### src/rtl/mlp_layer_sequencer_if.sv
// Bundle of the host, layer and result handshake signals of the
// two-layer MLP sequencer; the slave side is the sequencer itself.
interface mlp_layer_sequencer_if #(
    parameter int DATA_WIDTH  = 20,
    parameter int NUM_INPUTS  = 4,
    parameter int NUM_HIDDEN  = 8,
    parameter int NUM_OUTPUTS = 3,
    parameter int ERRW        = 8
);
    logic                              in_valid;
    logic                              in_ready;
    logic [DATA_WIDTH*NUM_INPUTS-1:0]  in_data;
    logic                              hid_start;
    logic [DATA_WIDTH*NUM_INPUTS-1:0]  hid_inputs;
    logic [DATA_WIDTH*NUM_HIDDEN-1:0]  hid_outputs;
    logic                              hid_valid;
    logic                              out_start;
    logic [DATA_WIDTH*NUM_HIDDEN-1:0]  out_inputs;
    logic [DATA_WIDTH*NUM_OUTPUTS-1:0] out_outputs;
    logic                              out_valid;
    logic                              res_valid;
    logic                              res_ready;
    logic [DATA_WIDTH*NUM_OUTPUTS-1:0] res_data;
    logic                              busy;
    logic                              timeout_err;
    logic [ERRW-1:0]                   err_count;

    modport master (
        output in_valid, in_data, hid_outputs, hid_valid,
        output out_outputs, out_valid, res_ready,
        input  in_ready, hid_start, hid_inputs, out_start,
        input  out_inputs, res_valid, res_data, busy,
        input  timeout_err, err_count
    );

    modport slave (
        input  in_valid, in_data, hid_outputs, hid_valid,
        input  out_outputs, out_valid, res_ready,
        output in_ready, hid_start, hid_inputs, out_start,
        output out_inputs, res_valid, res_data, busy,
        output timeout_err, err_count
    );
endinterface

### src/rtl/mlp_layer_sequencer.sv
// Runs one inference through a hidden then an output dense layer,
// with a per-layer watchdog and a saturating abort counter.
module mlp_layer_sequencer #(
    parameter int DATA_WIDTH  = 20,
    parameter int NUM_INPUTS  = 4,
    parameter int NUM_HIDDEN  = 8,
    parameter int NUM_OUTPUTS = 3,
    parameter int TIMEOUT     = 1023,
    parameter int ERRW        = 8
) (
    input logic                  clk,
    input logic                  rst,
    mlp_layer_sequencer_if.slave bus
);
    localparam int IW  = DATA_WIDTH * NUM_INPUTS;
    localparam int HW  = DATA_WIDTH * NUM_HIDDEN;
    localparam int OW  = DATA_WIDTH * NUM_OUTPUTS;
    localparam int WDW = (TIMEOUT > 0) ? $clog2(TIMEOUT + 1) : 1;
    localparam logic [WDW-1:0]  WD_MAX  = WDW'(TIMEOUT);
    localparam logic [ERRW-1:0] ERR_MAX = '1;

    typedef enum logic [2:0] {
        S_IDLE,
        S_HID_START,
        S_HID_WAIT,
        S_OUT_START,
        S_OUT_WAIT,
        S_DONE
    } state_t;

    state_t          state_q, state_d;
    logic [WDW-1:0]  wd_q, wd_d;
    logic            hid_prev_q, out_prev_q;
    logic [IW-1:0]   hid_inputs_q, hid_inputs_d;
    logic [HW-1:0]   out_inputs_q, out_inputs_d;
    logic [OW-1:0]   res_data_q, res_data_d;
    logic            in_ready_q, in_ready_d;
    logic            hid_start_q, hid_start_d;
    logic            out_start_q, out_start_d;
    logic            res_valid_q, res_valid_d;
    logic            busy_q, busy_d;
    logic            timeout_err_q, timeout_err_d;
    logic [ERRW-1:0] err_count_q, err_count_d;
    logic            hid_rise, out_rise, abort;

    // A level left high from the previous inference must not count.
    assign hid_rise = bus.hid_valid & ~hid_prev_q;
    assign out_rise = bus.out_valid & ~out_prev_q;

    always_comb begin
        state_d       = state_q;
        wd_d          = wd_q;
        hid_inputs_d  = hid_inputs_q;
        out_inputs_d  = out_inputs_q;
        res_data_d    = res_data_q;
        err_count_d   = err_count_q;
        timeout_err_d = 1'b0;
        abort         = 1'b0;
        unique case (state_q)
            S_IDLE: begin
                if (bus.in_valid && in_ready_q) begin
                    hid_inputs_d = bus.in_data;
                    state_d      = S_HID_START;
                end
            end
            S_HID_START: begin
                wd_d    = '0;
                state_d = S_HID_WAIT;
            end
            S_HID_WAIT: begin
                if (hid_rise) begin
                    out_inputs_d = bus.hid_outputs;
                    state_d      = S_OUT_START;
                end else if (wd_q == WD_MAX) begin
                    abort = 1'b1;
                end else begin
                    wd_d = wd_q + WDW'(1);
                end
            end
            S_OUT_START: begin
                wd_d    = '0;
                state_d = S_OUT_WAIT;
            end
            S_OUT_WAIT: begin
                if (out_rise) begin
                    res_data_d = bus.out_outputs;
                    state_d    = S_DONE;
                end else if (wd_q == WD_MAX) begin
                    abort = 1'b1;
                end else begin
                    wd_d = wd_q + WDW'(1);
                end
            end
            S_DONE: begin
                if (res_valid_q && bus.res_ready) begin
                    state_d = S_IDLE;
                end
            end
            default: state_d = S_IDLE;
        endcase

        if (abort) begin
            state_d       = S_IDLE;
            timeout_err_d = 1'b1;
            if (err_count_q != ERR_MAX) begin
                err_count_d = err_count_q + ERRW'(1);
            end
        end

        in_ready_d  = (state_d == S_IDLE);
        busy_d      = (state_d != S_IDLE);
        hid_start_d = (state_d == S_HID_START);
        out_start_d = (state_d == S_OUT_START);
        res_valid_d = (state_d == S_DONE);
    end

    always_ff @(posedge clk or posedge rst) begin
        if (rst) begin
            state_q       <= S_IDLE;
            wd_q          <= '0;
            hid_prev_q    <= 1'b0;
            out_prev_q    <= 1'b0;
            hid_inputs_q  <= '0;
            out_inputs_q  <= '0;
            res_data_q    <= '0;
            in_ready_q    <= 1'b1;
            hid_start_q   <= 1'b0;
            out_start_q   <= 1'b0;
            res_valid_q   <= 1'b0;
            busy_q        <= 1'b0;
            timeout_err_q <= 1'b0;
            err_count_q   <= '0;
        end else begin
            state_q       <= state_d;
            wd_q          <= wd_d;
            hid_prev_q    <= bus.hid_valid;
            out_prev_q    <= bus.out_valid;
            hid_inputs_q  <= hid_inputs_d;
            out_inputs_q  <= out_inputs_d;
            res_data_q    <= res_data_d;
            in_ready_q    <= in_ready_d;
            hid_start_q   <= hid_start_d;
            out_start_q   <= out_start_d;
            res_valid_q   <= res_valid_d;
            busy_q        <= busy_d;
            timeout_err_q <= timeout_err_d;
            err_count_q   <= err_count_d;
        end
    end

    assign bus.in_ready    = in_ready_q;
    assign bus.hid_start   = hid_start_q;
    assign bus.hid_inputs  = hid_inputs_q;
    assign bus.out_start   = out_start_q;
    assign bus.out_inputs  = out_inputs_q;
    assign bus.res_valid   = res_valid_q;
    assign bus.res_data    = res_data_q;
    assign bus.busy        = busy_q;
    assign bus.timeout_err = timeout_err_q;
    assign bus.err_count   = err_count_q;
endmodule

### src/flat_wrapper.sv
// flat-port wrapper written by rule: the top's interface ports become plain ports
module mlp_layer_sequencer_flat 
#(
    parameter int DATA_WIDTH  = 20,
    parameter int NUM_INPUTS  = 4,
    parameter int NUM_HIDDEN  = 8,
    parameter int NUM_OUTPUTS = 3,
    parameter int TIMEOUT     = 1023,
    parameter int ERRW        = 8
)
  (clk, rst, bus_in_valid, bus_in_data, bus_hid_outputs, bus_hid_valid, bus_out_outputs, bus_out_valid, bus_res_ready, bus_in_ready, bus_hid_start, bus_hid_inputs, bus_out_start, bus_out_inputs, bus_res_valid, bus_res_data, bus_busy, bus_timeout_err, bus_err_count);
  mlp_layer_sequencer_if #(.DATA_WIDTH(DATA_WIDTH), .NUM_INPUTS(NUM_INPUTS), .NUM_HIDDEN(NUM_HIDDEN), .NUM_OUTPUTS(NUM_OUTPUTS), .ERRW(ERRW)) bus_i ();
  input logic clk;
  input logic rst;
  input wire logic [$bits(bus_i.in_valid)-1:0] bus_in_valid;
  input wire logic [$bits(bus_i.in_data)-1:0] bus_in_data;
  input wire logic [$bits(bus_i.hid_outputs)-1:0] bus_hid_outputs;
  input wire logic [$bits(bus_i.hid_valid)-1:0] bus_hid_valid;
  input wire logic [$bits(bus_i.out_outputs)-1:0] bus_out_outputs;
  input wire logic [$bits(bus_i.out_valid)-1:0] bus_out_valid;
  input wire logic [$bits(bus_i.res_ready)-1:0] bus_res_ready;
  output wire logic [$bits(bus_i.in_ready)-1:0] bus_in_ready;
  output wire logic [$bits(bus_i.hid_start)-1:0] bus_hid_start;
  output wire logic [$bits(bus_i.hid_inputs)-1:0] bus_hid_inputs;
  output wire logic [$bits(bus_i.out_start)-1:0] bus_out_start;
  output wire logic [$bits(bus_i.out_inputs)-1:0] bus_out_inputs;
  output wire logic [$bits(bus_i.res_valid)-1:0] bus_res_valid;
  output wire logic [$bits(bus_i.res_data)-1:0] bus_res_data;
  output wire logic [$bits(bus_i.busy)-1:0] bus_busy;
  output wire logic [$bits(bus_i.timeout_err)-1:0] bus_timeout_err;
  output wire logic [$bits(bus_i.err_count)-1:0] bus_err_count;
  assign bus_i.in_valid = bus_in_valid;
  assign bus_i.in_data = bus_in_data;
  assign bus_i.hid_outputs = bus_hid_outputs;
  assign bus_i.hid_valid = bus_hid_valid;
  assign bus_i.out_outputs = bus_out_outputs;
  assign bus_i.out_valid = bus_out_valid;
  assign bus_i.res_ready = bus_res_ready;
  assign bus_in_ready = bus_i.in_ready;
  assign bus_hid_start = bus_i.hid_start;
  assign bus_hid_inputs = bus_i.hid_inputs;
  assign bus_out_start = bus_i.out_start;
  assign bus_out_inputs = bus_i.out_inputs;
  assign bus_res_valid = bus_i.res_valid;
  assign bus_res_data = bus_i.res_data;
  assign bus_busy = bus_i.busy;
  assign bus_timeout_err = bus_i.timeout_err;
  assign bus_err_count = bus_i.err_count;
  mlp_layer_sequencer #(.DATA_WIDTH(DATA_WIDTH), .NUM_INPUTS(NUM_INPUTS), .NUM_HIDDEN(NUM_HIDDEN), .NUM_OUTPUTS(NUM_OUTPUTS), .TIMEOUT(TIMEOUT), .ERRW(ERRW)) u_core (.clk(clk), .rst(rst), .bus(bus_i));
endmodule
### config.mk
export PLATFORM = sky130hd
export DESIGN_NAME = mlp_layer_sequencer_flat
export DESIGN_NICKNAME = d
export VERILOG_FILES = /design/src/rtl/mlp_layer_sequencer_if.sv /design/src/rtl/mlp_layer_sequencer.sv /design/src/flat_wrapper.sv
export SDC_FILE = /design/constraint.sdc
export NUM_CORES = 1
export LEC_CHECK = 0
export BUFFER_PORTS_ARGS = -buffer_cell sky130_fd_sc_hd__buf_2
export CAP_MARGIN = 0
export CORE_AREA = 2 2 243 245
export CTS_CLUSTER_DIAMETER = 60
export CTS_CLUSTER_SIZE = 20
export DETAILED_ROUTE_END_ITERATION = 8
export DIE_AREA = 0 0 245 247
export HOLD_SLACK_MARGIN = 0.12
export PLACE_DENSITY_LB_ADDON = 0.3
export SYNTH_ARGS = -nofsm -noshare
export SYNTH_HDL_FRONTEND = slang
export SYNTH_SLANG_ARGS = --single-unit
### constraint.sdc
create_clock -name clk -period 9.4 [get_ports clk]
set_input_delay 0.94 -clock clk [delete_from_list [all_inputs] [get_ports clk]]
set_output_delay 0.94 -clock clk [all_outputs]
set_load 0.005 [all_outputs]
==> impl_metrics.csv <==
group,metric,value,unit
worst_setup_path,rrSetupSlack,6.27,ns
routing,dr_total_vias,9855,
routing,count_of_routing_violations_after_the_opening_detailed_route_iteration,405,
final_layout,finalCoreUtilization,30.1,%
final_layout,mostFrequentLayoutCells,"buf_2 (619), nand2_1 (488), dfrtp_1 (328), mux2_2 (142), clkbuf_16 (31)",
placement,postPlaceCellArea,16400,µm²
power,total_leakage_power,9.46,nW
floorplanning,die_h,247,µm
final_layout,layout.cells.most_common,"buf_2",
worst_setup_path,worst_r2r_endpoint,"u_core.bus.out_inputs[61]",
synth,ys_types,42,
clock_tree,register_clock_pin_slew_on_the_reported_worst_setup_and_hold_paths,0.08,ns
worst_setup_path,end_kind,"flop",
synth,yosys_warnings,0,
final_layout,synthToLayoutAreaGrowth,39.2,%
worst_setup_path,worst_reg_to_reg_path_cell_count,7,
worst_hold_path,worst_hold_path_type,"primary input to async pin",
clock_tree,clock_sinks,329,
global_route,grt-ovfl-total,0,
clock_tree,cts-hold-fix-buffers,0,
sta,fmaxAchievable,0.320,GHz
global_route,antenna_violations_before_repair,2,
synth,synth_nets,1406,
routing,drc_errors,0,
worst_setup_path,worstSetupPathType,"flop to flop",
clock_tree,cts_tree,"yes",
sta,fin_hold_ws,0.367,ns
final_layout,layout-drive-gt1-share,48.4,%
worst_setup_path,rr_startpoint,"u_core.state_q[0]",
sta,timing_worst_slew_pin_value,1.13,ns
global_route,grt_first_pass_wirelength,55500,µm
routing,route.final.wire_length,36500,µm
global_route,grt_pass1_vias,9919,
clock_tree,cts_buffers,31,
global_route,grt_util_all_layers,11.4,%
sta,number_of_hold_violations_in_the_final_report,0,
clock_tree,cts.path.max_buffers,3,
worst_setup_path,worst_ep_required_time,9.93,ns
routing,detail_route.vias_per_cell,3.94,
flow_run,drv.max_cap_violation_count,0,
synth,post_synth_inst_count,1098,
synth,synth_area,12600,µm²
routing,drt.antenna.violating_nets,0,
sta,finalSetupViolations,0,
status,outcome,"completed",
clock_tree,number_of_levels_the_h_tree_was_split_into,1,
routing,drtPass1Iterations,4,
sta,maxSlewViolCount,0,
floorplanning,floorplan.rows,89,
sta,slew_headroom,25.0,%
placement,dp_slack,5.59,ns
synth,synth-seq-cells,329,
floorplanning,num_io_pins,620,
global_route,grt_start_max_net_pins,163,
floorplanning,chipWidth,245,µm
placement,place.gp.congestion,0.757,
routing,route.detailed.wl_per_inst,14.6,µm
sta,rsz0062_at_grt,"no",
sta,setup_ws,6.27,ns
clock_tree,clockRootBuffer,"clkbuf_16",
worst_setup_path,data_arrival_time_at_the_worst_slack_endpoint,3.66,ns
clock_tree,postCtsResizedCells,0,
power,vdd_ir_drop_max,0.129,mV
sta,finalWorstPathRequiredPeriod,3.13,ns
placement,hpwlAfterDp,26300,µm
worst_setup_path,critPathLaunch,"u_core.state_q[0]",
placement,numPortBuffers,619,
worst_setup_path,critical_path.startpoint_type,"flop",
floorplanning,design.die.area,60500,µm²
worst_setup_path,critical_path.endpoint,"u_core.bus.out_inputs[61]",
clock_tree,post_cts.repair.setup_buffers,0,
power,pwr_density_cell,307,nW/µm²
floorplanning,start_util,21.6,%
worst_setup_path,crit_fanout,86,
synth,fraction_of_the_yosys_area_taken_by_sequential_cells,65.4,%
floorplanning,floorplan.core_area,58200,µm²
final_layout,layout.nets,2010,
final_layout,final_cell_area,17500,µm²
synth,synth.avg_cell_area,11.5,µm²
sta,fin_tns_setup,0,ns
sta,fin_skew,0.0200,ns
sta,fin_crit_sh,33.2,%
clock_tree,clk_latency,0.60,ns
==> per-stage QoR <==
step	instances	power (mW)
2_1_floorplan	1098	3.20
3_3_place_gp	2442	4.09
3_5_place_dp	2442	4.13
4_1_cts	2500	5.50
5_1_grt	2501	5.79
6_report	2501	5.38
==> flip-flops by register name (all words and copies together) (netlist names), 3 cells and up <==
signal,flops
u_core.bus.err_count,8
u_core.bus.hid_inputs,80
u_core.bus.out_inputs,160
u_core.bus.res_data,60
u_core.state_q,3
u_core.wd_q,10
==> cells in the mapped netlist (all sizes together) <==
master | count | area (µm²)
a21oi | 5 | 25.0
a22o | 1 | 8.76
a311oi | 2 | 35.0
a31oi | 1 | 6.26
a32oi | 1 | 27.5
and3 | 6 | 37.5
and4 | 3 | 26.3
and4b | 2 | 20.0
buf | 35 | 234
clkbuf | 20 | 75.1
dfrtp | 328 | 8210
dfstp | 1 | 26.3
ha | 2 | 25.0
inv | 2 | 7.50
mux2 | 142 | 1600
nand2 | 488 | 1830
nand2b | 3 | 18.8
nand3 | 7 | 35.0
nand3b | 2 | 15.0
nand4 | 5 | 31.3
nand4b | 1 | 8.76
nor2 | 10 | 47.6
nor2b | 3 | 18.8
nor3 | 5 | 25.0
nor3b | 2 | 26.3
nor4 | 1 | 6.26
o211ai | 1 | 7.51
o21ai | 2 | 10.0
o21bai | 1 | 7.51
o31ai | 1 | 7.51
or2 | 1 | 6.26
or3 | 1 | 6.26
xnor2 | 11 | 96.3
xor2 | 2 | 17.5
==> where the power goes <==
group          switching [mW]  internal, mW  leakage (nW)  total (mW)
clock network           0.651         0.680         0.521        1.33
logic                   0.796         0.875          4.84        1.67
registers               0.340          2.04          4.10        2.38
==> worst min-delay path by stage <==
stage                                    from                         to  depth (start not counted)
finish                                    rst       u_core.bus.out_start                          2
global route                              rst       u_core.bus.out_start                          2
CTS                                       rst       u_core.bus.out_start                          2
detailed placement  u_core.bus.out_inputs[36]  u_core.bus.out_inputs[36]                          2
global placement    u_core.bus.out_inputs[24]  u_core.bus.out_inputs[24]                          2
floorplan            u_core.bus.out_inputs[0]   u_core.bus.out_inputs[0]                          2
==> area by class of cell <==
class	instances	area [µm²]
fill	6165	40700
timing repair buffer	626	3180
tap	773	967
clock buffer	32	790
multi-input combinational	712	4050
antenna	1	2.50
inverter	2	13.8
clock inverter	26	287
sequential	329	8230
==> critical path, stage by stage (launching register included) <==
cell and delay [ns]:
dfrtp_1 0.52, nor2_4 0.21, nand3_4 0.08, buf_4 0.37
inv_4 0.68, buf_4 0.79, nand2_1 0.14, nand2_1 0.09
==> layer usage <==
layer / share of wire (%) / GRT usage, %
met3: 7.0 / 2.87
met2: 50 / 19.7
met5: 0.036 / 0
met1: 40 / 13.7
met4: 2.7 / 3.93
==> kinds of logic after synthesis <==
| kind of cell | count (synthesis) | share of synthesized area, % |
|---|---|---|
| muxes | 142 | 12.7 |
| adders and majority gates | 2 | 0.199 |
| and+or+nand+nor | 540 | 17.2 |
| AOI/OAI and AO/OA | 15 | 1.07 |
| DFF | 329 | 65.4 |
| xor gates and xnor gates | 13 | 0.905 |
| buffers and inverters | 57 | 2.52 |
Power figures use the tool's default switching activity.
